## config.mk

```make
export PLATFORM = sky130hd
export DESIGN_NAME = pixel_color_to_vec
export DESIGN_NICKNAME = d
export VERILOG_FILES = /design/src/rtl/float_pkg.sv /design/src/rtl/u8_to_float.sv /design/src/rtl/pixel_color_to_vec.sv
export SDC_FILE = /design/constraint.sdc
export NUM_CORES = 1
export LEC_CHECK = 0
export CORE_AREA = 2 2 263 161
export DETAILED_ROUTE_END_ITERATION = 10
export DIE_AREA = 0 0 265 163
export SLEW_MARGIN = 30
export SYNTH_ARGS = -nofsm -noshare
export SYNTH_HDL_FRONTEND = slang
export SYNTH_HIERARCHICAL = 1
export SYNTH_SLANG_ARGS = --single-unit
```

## constraint.sdc

```tcl
create_clock -name aclk -period 2.1 [get_ports aclk]
set_clock_uncertainty 0.05 [all_clocks]
set_input_delay 0.315 -clock aclk [delete_from_list [all_inputs] [get_ports aclk]]
set_output_delay 0.315 -clock aclk [all_outputs]
set_load 0.1 [all_outputs]
```

## src/rtl/float_pkg.sv

```systemverilog
// float_pkg
// Shared constants and types for converting 8-bit colour channels into
// IEEE-754 single-precision floats.
//   FLOAT_ONE / FLOAT_ZERO : bit patterns for 1.0 and +0.0
//   EXP_BIAS               : single-precision exponent bias
//   RECIP255_MULT          : multiplier giving c/255 scaled by 2^24 (truncated)
//   PROD_WIDTH             : width of the scaled product
//   float_t                : unpacked sign/exponent/mantissa view of a float
package float_pkg;

  localparam int          FLOAT_WIDTH   = 32;
  localparam logic [31:0] FLOAT_ONE     = 32'h3F800000;
  localparam logic [31:0] FLOAT_ZERO    = 32'h00000000;
  localparam int          EXP_BIAS      = 127;
  localparam logic [23:0] RECIP255_MULT = 24'h010101;
  localparam int          PROD_WIDTH    = 24;

  typedef struct {
    logic        sign;
    logic [7:0]  exp;
    logic [22:0] mant;
  } float_t;

  // Flatten the field view into the 32-bit IEEE-754 bit pattern.
  function automatic logic [31:0] pack_float(input float_t f);
    return {f.sign, f.exp, f.mant};
  endfunction

endpackage

```

## src/rtl/u8_to_float.sv

```systemverilog
// u8_to_float
// Combinational datapath for one colour channel, split in two halves so the
// parent can place a register stage between them.
//   Front half (feeds S1 registers):
//     chan      : 8-bit channel value c
//     prod      : c * 0x010101, i.e. c/255 * (1 - 2^-24) scaled by 2^24
//     lead_pos  : bit position of the leading one in prod
//     is_zero   : c == 0
//     is_full   : c == 255
//   Back half (driven from S1 registers, feeds S2 registers):
//     s2_prod, s2_lead_pos, s2_zero, s2_full : registered front-half values
//     result    : packed single-precision float
module u8_to_float
  import float_pkg::*;
(
  input  logic [7:0]  chan,
  output logic [23:0] prod,
  output logic [4:0]  lead_pos,
  output logic        is_zero,
  output logic        is_full,
  input  logic [23:0] s2_prod,
  input  logic [4:0]  s2_lead_pos,
  input  logic        s2_zero,
  input  logic        s2_full,
  output logic [31:0] result
);

  logic [4:0]  shamt;
  logic [22:0] mant_bits;
  float_t      fval;

  // The multiply by 0x010101 never overflows 24 bits (255 * 0x010101 is
  // 0xFFFFFF), and it reduces to replicating c three times, so synthesis
  // folds it to wiring.
  always_comb begin
    prod    = {16'd0, chan} * RECIP255_MULT;
    is_zero = (chan == 8'd0);
    is_full = (chan == 8'hFF);
  end

  // Leading-one detect: scanning upwards leaves the highest set bit last.
  // For c == 0 the position is meaningless and the zero flag takes over.
  always_comb begin
    lead_pos = '0;
    for (int i = 0; i < PROD_WIDTH; i++) begin
      if (prod[i]) lead_pos = 5'(i);
    end
  end

  // Normalise: shift the leading one up to bit 23 and keep the 23 bits
  // below it. Every product bit fits in the mantissa, so truncation loses
  // nothing beyond the 2^-24 already baked into the multiplier. The
  // exponent is bias - (24 - p), i.e. 103 + p. Zero and 255 are forced
  // to their exact encodings.
  always_comb begin
    shamt       = 5'd23 - s2_lead_pos;
    mant_bits   = 23'(s2_prod << shamt);
    fval.sign   = 1'b0;
    fval.exp    = 8'(EXP_BIAS - PROD_WIDTH) + {3'b000, s2_lead_pos};
    fval.mant   = mant_bits;
    if (s2_zero) begin
      result = FLOAT_ZERO;
    end else if (s2_full) begin
      result = FLOAT_ONE;
    end else begin
      result = pack_float(fval);
    end
  end

endmodule

```

## src/rtl/pixel_color_to_vec.sv

```systemverilog
// pixel_color_to_vec
// Converts a packed 24-bit RGB pixel into three single-precision floats,
// each channel normalised to c/255. Two register stages (S1, S2), one
// pixel per cycle, 2-cycle latency, AXI-Stream handshakes on both sides.
//   aclk, aresetn         : clock, asynchronous active-low reset
//   s_axis_a_tdata[23:0]  : pixel; byte i is channel i
//   s_axis_a_tvalid/ready : input handshake
//   m_axis_result_tdata   : [2:0][SIZE-1:0] float vector; element i <- channel i
//   m_axis_result_tvalid/ready : output handshake
module pixel_color_to_vec
  import float_pkg::*;
#(
  parameter int SIZE = 32
) (
  input  logic                 aclk,
  input  logic                 aresetn,
  input  logic [23:0]          s_axis_a_tdata,
  input  logic                 s_axis_a_tvalid,
  output logic                 s_axis_a_tready,
  output logic [2:0][SIZE-1:0] m_axis_result_tdata,
  output logic                 m_axis_result_tvalid,
  input  logic                 m_axis_result_tready
);

  if (SIZE != FLOAT_WIDTH) begin : g_size_check
    $error("pixel_color_to_vec: SIZE must be 32");
  end

  logic                 s1_valid;
  logic [2:0][23:0]     s1_prod;
  logic [2:0][4:0]      s1_lead;
  logic [2:0]           s1_zero;
  logic [2:0]           s1_full;

  logic [2:0][23:0]     c_prod;
  logic [2:0][4:0]      c_lead;
  logic [2:0]           c_zero;
  logic [2:0]           c_full;
  logic [2:0][SIZE-1:0] c_result;

  logic s2_advance;
  logic s1_advance;

  // S2 moves when it is empty or the consumer takes its beat; S1 moves when
  // it is empty or S2 moves. This lets a full pipeline accept and emit in
  // the same cycle without a bubble. Ready is held low during reset.
  always_comb begin
    s2_advance      = !m_axis_result_tvalid || m_axis_result_tready;
    s1_advance      = !s1_valid || s2_advance;
    s_axis_a_tready = aresetn && s1_advance;
  end

  for (genvar i = 0; i < 3; i++) begin : g_chan
    u8_to_float u_conv (
      .chan        (s_axis_a_tdata[8*i +: 8]),
      .prod        (c_prod[i]),
      .lead_pos    (c_lead[i]),
      .is_zero     (c_zero[i]),
      .is_full     (c_full[i]),
      .s2_prod     (s1_prod[i]),
      .s2_lead_pos (s1_lead[i]),
      .s2_zero     (s1_zero[i]),
      .s2_full     (s1_full[i]),
      .result      (c_result[i])
    );
  end

  // Pipeline registers. Payloads only load when a valid beat moves in, so
  // a stalled S2 keeps its data stable. Reset clears everything at once,
  // dropping any in-flight beats.
  always_ff @(posedge aclk or negedge aresetn) begin
    if (!aresetn) begin
      s1_valid             <= 1'b0;
      s1_prod              <= '0;
      s1_lead              <= '0;
      s1_zero              <= '0;
      s1_full              <= '0;
      m_axis_result_tvalid <= 1'b0;
      m_axis_result_tdata  <= '0;
    end else begin
      if (s2_advance) begin
        m_axis_result_tvalid <= s1_valid;
        if (s1_valid) begin
          m_axis_result_tdata <= c_result;
        end
      end
      if (s1_advance) begin
        s1_valid <= s_axis_a_tvalid;
        if (s_axis_a_tvalid) begin
          s1_prod <= c_prod;
          s1_lead <= c_lead;
          s1_zero <= c_zero;
          s1_full <= c_full;
        end
      end
    end
  end

endmodule
```

==> results of run 1 <==
## repair_timing
item,CTS,global route
endpoints found under the setup margin,24,37
pin swaps,0,5
gates resized for setup,6,32
hold endpoints to repair,40,0
hold buffers,1,0
buffers inserted,0,4
## layout make-up
class                      count  area (sq um)  area share (%)
tap                          540           676            4.66
inverter                      24          90.1           0.621
clock inverter                15           184            1.27
multi-input combinational    646          6140            42.3
timing repair buffer         271          2290            15.8
clock buffer                  17           425            2.93
sequential                   188          4710            32.4
## final timing paths
path	startpoint	endpoint	slack, ps	cells after the start
worst max register to register	s1_lead[5]	m_axis_result_tdata[52]	20	6
worst min register to register	m_axis_result_tdata[24]	m_axis_result_tdata[24]	460	1
max in group asynchronous	aresetn	m_axis_result_tdata[80]	1070	3
worst max-delay path	s1_lead[5]	m_axis_result_tdata[52]	20	6
min in group aclk	m_axis_result_tdata[24]	m_axis_result_tdata[24]	460	1
worst min-delay path	aresetn	m_axis_result_tdata[78]	240	2
## routing by layer
layer / global-route usage, % / up-vias
met4: 3.67 / 2
met2: 21.2 / 308
li1: - / 3886
met1: 24.2 / 4307
met3: 3.25 / 23
met5: 0 / -
## where the power goes
group / internal (mW) / switching [mW] / total, mW
clock network: 1.81 / 1.61 / 3.42
logic: 3.03 / 6.41 / 9.44
registers: 4.40 / 0.718 / 5.12
## registers in the layout (all words and copies together), names as in the netlist
register and count:
s1_prod 69, m_axis_result_tdata 96, s1_full 3, m_axis_result_tvalid 1, s1_valid 1, s1_lead 15, s1_zero 3
==> impl_metrics.tcl, run 1 <==
set metrics [dict create \
    status "completed" \
    track_usage_pct 15.4 \
    synth_area_sq_um 12000 \
    dr.pass1.iters 7 \
    rows 58 \
    dr_wl_met3_um 1940 \
    grt_pass1_wl_um 51700 \
    cp_data_arrival_time_ps 2360 \
    tightest_slew_ps 584 \
    fin_ws_ps 20.8 \
    start_util_pct 29.2 \
    clk_latency_ps 440 \
    wirelength_met1_um 17300 \
    cap_violations 0 \
    critPathLaunchType "flip-flop" \
    finalSetupViolCount 0 \
    gr-total-overflow 0 \
    period_share_pct 99.0 \
    dp.cells 1664 \
    io_buffers 125 \
    gp_congestion 0.902 \
    final_util_pct 35.3 \
    drcViolationCount 0 \
    cts.htree.levels 4 \
    ys_warn_count 6 \
    finalInstanceArea_sq_um 14500 \
    cts_root_buf "clkbuf_16" \
    syn_avg_cell_area_sq_um 12.1 \
    cts.sinks 188 \
    fin_cells 1701 \
    viasPerCell 5.01 \
    wl_met2_um 13200 \
    areaGrowthSynthToFinish_pct 20.9 \
    post_dp_cell_area_sq_um 13800 \
    grt_max_degree 66 \
    slowest_stage "mux4_1" \
    route.vias.total 8526 \
    hold_path_class "in -> async" \
    io_pins 126 \
    leakage_nw 6.76 \
    die_x_um 265 \
    final-hold-violation-count 0 \
    post_drt_wl_per_cell_um 19.2 \
    relSlewSlack_pct 60.7 \
    diodes 0 \
    fmax_mhz 481 \
    ant_nets 0 \
    grt_pass1_vias 8532 \
    path_buf_inv 1 \
    cts_buffers 17 \
    cp-end-kind "flip-flop" \
    final_common_cell "buf_4" \
    cts.clk_slew.worst_paths_ps 80 \
    drv_slew 0 \
    crit_type "reg -> reg" \
    cts_tree "done" \
    post-route-min-period_ps 2080 \
    fillers 4101 \
    core_area_sq_um 41100 \
    hpwl_um 24800 \
    die_h_um 163 \
    pwr_density_cell_nw_per_um2 1240 \
    layout_common_cells "buf_4 (226), dfrtp_1 (186), mux2_2 (139)" \
    layout.nets 1182 \
    wl_um 32700 \
    antenna_found_initial 1 \
    postSynthCellCount 995 \
    drt_iter0_drc 820 \
    total_power_mw 18.0 \
    max_stage_delay_ps 590 \
    cts.path.max_buffers 2 \
    cp.required_ps 2380 \
    worst_ir_drop_vdd_mv 0.904 \
    rsz0062_at_grt "yes" \
    floorplan.die_area_sq_um 43200 \
    crit_fanout 6 \
    pre_cts_slack_ps -89.1 \
    fin_tns_setup_ps 0 \
    top_layer "met5" \
    cp_cell_sequence "buf_4 > mux4_1 > a32oi_2 > or2_2 > o221ai_1 > mux2_2" \
    holdWs_ps 243 \
    cp_top_family "multiplexers" \
    drive_gt1_share_pct 45.7 \
]
No activity file was read; power rests on OpenSTA's default activity.
==> run 2, diff against run 1 <==
--- a/config.mk
+++ b/config.mk
@@ -5,9 +5,9 @@
 export SDC_FILE = /design/constraint.sdc
 export NUM_CORES = 1
 export LEC_CHECK = 0
-export CORE_AREA = 2 2 263 161
+export CORE_AREA = 2 2 205 207
 export DETAILED_ROUTE_END_ITERATION = 10
-export DIE_AREA = 0 0 265 163
+export DIE_AREA = 0 0 207 209
 export SLEW_MARGIN = 30
 export SYNTH_ARGS = -nofsm -noshare
 export SYNTH_HDL_FRONTEND = slang
==> run 2 against run 1 <==
Compared with the run above:
- maximum frequency is 0.73% higher
- hold slack improved by 130 ps
- combinational power is 2% lower
- clock power is 4% lower
- count of clock-buffer cells in the layout is the same
==> impl_metrics.tcl, run 2 (same netlist as run 1, synthesis figures left out) <==
set metrics [dict create \
    gr-total-overflow 0 \
    rsz0062_at_grt "yes" \
    post_drt_wl_per_cell_um 17.8 \
    cts_tree "done" \
    hold_path_class "in -> async" \
    final_common_cell "buf_4" \
    fin_tns_setup_ps 0 \
    io_buffers 125 \
    fin_ws_ps 36.0 \
    viasPerCell 4.86 \
    grt_pass1_vias 8551 \
    p_sw_mw 8.49 \
    pre_cts_slack_ps -128 \
    cp_data_arrival_time_ps 2380 \
    cap_violations 0 \
    cts.clk_slew.worst_paths_ps 70 \
    top_regs "m_axis_result_tdata (96), s1_prod (69), s1_lead (15)" \
    drv_slew 0 \
    power_frac_clock_pct 18.6 \
    track_usage_pct 14.4 \
    core_area_sq_um 41300 \
    comb_power_share_pct 52.8 \
    fmax_mhz 484 \
    cp.required_ps 2420 \
    period_share_pct 98.3 \
    cts.htree.levels 4 \
    largest_reg_flops 96 \
    holdWs_ps 374 \
    crit_fanout 10 \
    drt_iter0_drc 519 \
    gp_congestion 0.882 \
    total_power_mw 17.6 \
    critPathLaunchType "flip-flop" \
    cts_buffers 17 \
    status "completed" \
    cp-end-kind "flip-flop" \
    io_pins 126 \
    rows 75 \
    clk_latency_ps 480 \
    antenna_found_initial 0 \
    intPower_mw 9.07 \
    ant_nets 0 \
    finalInstanceArea_sq_um 14500 \
    final-hold-violation-count 0 \
    layout.nets 1188 \
    post-route-min-period_ps 2060 \
    hpwl_um 23000 \
    cts_root_buf "clkbuf_16" \
    final_util_pct 35.0 \
    seqPwrFrac_pct 28.6 \
    start_util_pct 29.1 \
    drcViolationCount 0 \
    worst_ir_drop_vdd_mv 0.891 \
    floorplan.die_area_sq_um 43300 \
    die_x_um 207 \
    die_h_um 209 \
    top_register "m_axis_result_tdata" \
    grt_max_degree 72 \
    netSwitchingFraction_pct 48.3 \
    pwr_density_cell_nw_per_um2 1210 \
    wl_um 30300 \
    cts.sinks 188 \
    cts.path.max_buffers 2 \
    relSlewSlack_pct 65.3 \
    dp.cells 1668 \
    crit_type "reg -> reg" \
    drive_gt1_share_pct 45.7 \
    layout_common_cells "buf_4 (236), dfrtp_1 (184), mux2_2 (140)" \
    post_dp_cell_area_sq_um 13800 \
    tightest_slew_ps 520 \
    fin_cells 1706 \
    dr.pass1.iters 6 \
    diodes 0 \
    leakage_nw 6.77 \
    areaGrowthSynthToFinish_pct 20.6 \
    route.vias.total 8295 \
    fillers 4150 \
    finalSetupViolCount 0 \
    grt_pass1_wl_um 49100 \
]
==> run 2: power groups by stage <==
stage | Sequential (mW) | Clock, mW | Combinational [mW]
2_1_floorplan | 9.01 | 0 | 2.99
3_3_place_gp | 5.07 | 0 | 9.17
3_5_place_dp | 5.10 | 0 | 9.19
4_1_cts | 5.03 | 3.41 | 9.23
5_1_grt | 5.14 | 3.56 | 9.69
6_report | 5.02 | 3.27 | 9.27
==> run 2: path summary, 6_finish.rpt <==
kind | from | end | slack, ps | depth (start not counted)
min | aresetn | m_axis_result_tdata[82] | 370 | 3
max | s1_lead[0] | m_axis_result_tdata[20] | 40 | 5
max in group asynchronous | aresetn | m_axis_result_tdata[83] | 1120 | 3
min reg2reg | m_axis_result_tdata[50] | m_axis_result_tdata[50] | 460 | 1
min in group aclk | s_axis_a_tvalid | s1_valid | 430 | 2
max reg2reg | s1_lead[0] | m_axis_result_tdata[20] | 40 | 5
==> run 2: worst max-delay path, stage by stage, from the launching register on <==
cell	delay (ps)
dfrtp_2	490
mux4_1	640
a32oi_1	230
or2_2	150
o221ai_1	110
mux2_2	280
==> run 2: area by class of cell <==
cell class,instances,area [sq um],share of cell area (%)
multi-input cells,646,6110,42.2
well taps,539,674,4.66
flip-flops and latches,188,4710,32.5
inverters,24,91.3,0.631
repair buffers,277,2300,15.9
clock buffers,17,425,2.94
clock inverters,15,156,1.08
==> run 2: repair_timing <==
action                                  CTS  global route
resized for setup                         7            23
hold buffers                              1             0
hold endpoints to repair                188             0
pin swaps                                 0             0
endpoints found under the setup margin   20            23
setup buffers                             0             5
==> run 2: layer usage <==
layer | part of all wire (%) | global-route usage [%]
met5 | 0 | 0
met4 | 1.9 | 4.61
met3 | 4.2 | 3.88
met2 | 48 | 23.7
met1 | 46 | 18.4
==> run 3, diff against run 2 <==
==> constraint.sdc (replaced) <==
create_clock -name aclk -period 2.1 [get_ports aclk]
set_clock_uncertainty 0.05 [all_clocks]
set_input_delay 0.42 -clock aclk [delete_from_list [all_inputs] [get_ports aclk]]
set_output_delay 0.42 -clock aclk [all_outputs]
set_load 0.1 [all_outputs]
==> run 3 against run 2 <==
Compared with the run above:
- cell area is 0.94% higher
- sequential power is 0.8% lower
- flip-flop and latch count stayed put
- critical path depth is 1 higher
- core utilization is 0.33 points higher
- maximum frequency is 0.10% higher
- highest routed layer unchanged
- count of clock-buffer cells in the layout is 1 higher
- critical path type unchanged
- setup slack better by 2.1 ps
- clock power is 2% higher
- non-clock buffer count is 6 higher
==> impl_metrics.tcl, run 3 (same netlist as run 1, synthesis figures left out) <==
set metrics [dict create \
    finalSetupViolCount 0 \
    drt_iter0_drc 473 \
    clk_latency_ps 460 \
    die_x_um 207 \
    register_area_sq_um 4710 \
    drcViolationCount 0 \
    gr-total-overflow 0 \
    cts_buffers 17 \
    track_usage_pct 13.9 \
    floorplan.die_area_sq_um 43300 \
    seqPwrFrac_pct 28.1 \
    cts_root_buf "clkbuf_16" \
    layout_common_cells "buf_4 (240), dfrtp_1 (187), mux2_2 (136)" \
    status "completed" \
    hold_path_class "in -> async" \
    io_buffers 125 \
    fmax_mhz 485 \
    cp.required_ps 2390 \
    fin_tns_setup_ps 0 \
    worst_ir_drop_vdd_mv 0.667 \
    drive_gt1_share_pct 47.4 \
    cp_data_arrival_time_ps 2350 \
    pwr_density_cell_nw_per_um2 1220 \
    grt_pass1_wl_um 48400 \
    cts.sinks 188 \
    cts.path.max_buffers 2 \
    start_util_pct 29.1 \
    cp-end-kind "flip-flop" \
    holdBufCountCts 0 \
    hpwl_um 22400 \
    r2r_slack_ps 40 \
    wl_um 29600 \
    reg2reg_from "s1_lead[0]" \
    cts.clk_slew.worst_paths_ps 70 \
    post-route-min-period_ps 2060 \
    leakage_nw 6.79 \
    cts.htree.levels 4 \
    final-hold-violation-count 0 \
    crit_fanout 9 \
    drv_slew 0 \
    io_pins 126 \
    tightest_slew_ps 855 \
    core_area_sq_um 41300 \
    total_power_mw 17.8 \
    crit_type "reg -> reg" \
    post_drt_wl_per_cell_um 17.3 \
    rows 75 \
    route.vias.total 8351 \
    layout.nets 1194 \
    power_frac_clock_pct 18.8 \
    rsz0062_at_grt "yes" \
    antenna_found_initial 0 \
    period_share_pct 98.2 \
    areaGrowthSynthToFinish_pct 21.7 \
    die_h_um 209 \
    r2r.worst_path.cells 6 \
    top_register "m_axis_result_tdata" \
    grt_max_degree 141 \
    diodes 0 \
    final_common_cell "buf_4" \
    relSlewSlack_pct 43.0 \
    timing.rr.end "m_axis_result_tdata[19]" \
    gp_congestion 0.860 \
    netSwitchingFraction_pct 47.6 \
    multiInputGateArea_sq_um 6160 \
    cap_violations 0 \
    comb_power_share_pct 53.1 \
    ant_nets 0 \
    viasPerCell 4.88 \
    cts_tree "done" \
    dr.pass1.iters 7 \
    p_sw_mw 8.46 \
    top_regs "m_axis_result_tdata (96), s1_prod (69), s1_lead (15)" \
    grt_pass1_vias 8666 \
    largest_reg_flops 96 \
    fillers 4123 \
    critPathLaunchType "flip-flop" \
    intPower_mw 9.29 \
]
run 3: changes by cell type in the layout (fill, tap and decap cells not counted), moves of 4 or more:
cell	delta
mux2_2	-4
buf_4	+4
mux4_1	-6
mux4_2	+6
mux2_4	+4
mux2i_2	+5
mux2i_1	-5
run 3: final cells by class:
type | count | area share (%)
clock buffers | 18 | 3.01
well taps | 539 | 4.62
inverters | 24 | 0.625
repair buffers | 283 | 16.3
multi-input cells | 646 | 42.2
clock inverters | 14 | 1.09
flip-flops and latches | 188 | 32.2
run 3: what timing repair did:
| action | 4_1_cts | 5_1_grt |
|---|---|---|
| gates resized for setup | 5 | 44 |
| endpoints found under the setup margin | 11 | 27 |
| pin swaps | 0 | 6 |
| buffers inserted | 1 | 4 |
run 3: through the flow:
stage | worst slack (ps) | instances | hold WS, ps | util [%] | instance area, sq um
2_1_floorplan | 13.7 | 998 | 74.4 | - | 12000
3_3_place_gp | -17.8 | 1675 | 438 | 33.6 | 13900
3_5_place_dp | -18.8 | 1675 | 445 | 33.6 | 13900
4_1_cts | 0.0777 | 1708 | 115 | 35.1 | 14500
5_1_grt | -67.0 | 1712 | 126 | 35.4 | 14600
6_report | 38.0 | 1712 | 55.0 | 35.4 | 14600
run 3: worst max-delay path by stage:
stage	to	startpoint	slack (ps)	depth (start not counted)
floorplan	m_axis_result_tdata[11]	s1_lead[3]	10	7
finish	m_axis_result_tdata[19]	s1_lead[0]	40	6
global placement	m_axis_result_tdata[19]	s1_lead[0]	-20	6
global route	m_axis_result_tdata[59]	s1_lead[5]	-70	10
detailed placement	m_axis_result_tdata[19]	s1_lead[0]	-20	6
CTS	m_axis_result_tdata[86]	s1_lead[11]	0.08	7
run 3: power by group through the flow:
stage          Sequential (mW)  Clock [mW]  Combinational [mW]
2_1_floorplan             9.01           0                2.99
3_3_place_gp              5.02           0                9.27
3_5_place_dp              5.04           0                9.31
4_1_cts                   4.97        3.47                9.35
5_1_grt                   5.09        3.59                9.84
6_report                  4.98        3.35                9.42
run 3: metal layers:
layer	share of wire, %	GRT usage (%)	vias to the layer above
li1	-	-	3923
met1	46	18.2	4175
met2	47	22.5	209
met3	4.1	2.89	44
met4	2.6	5.22	0
met5	0	0	-
run 3: worst max-delay path, cell delays in order (launching register included):
cell	delay (ps)
dfrtp_2	470
buf_4	200
mux4_1	610
nand2_1	120
o22ai_1	80
a21o_1	170
mux2_2	250
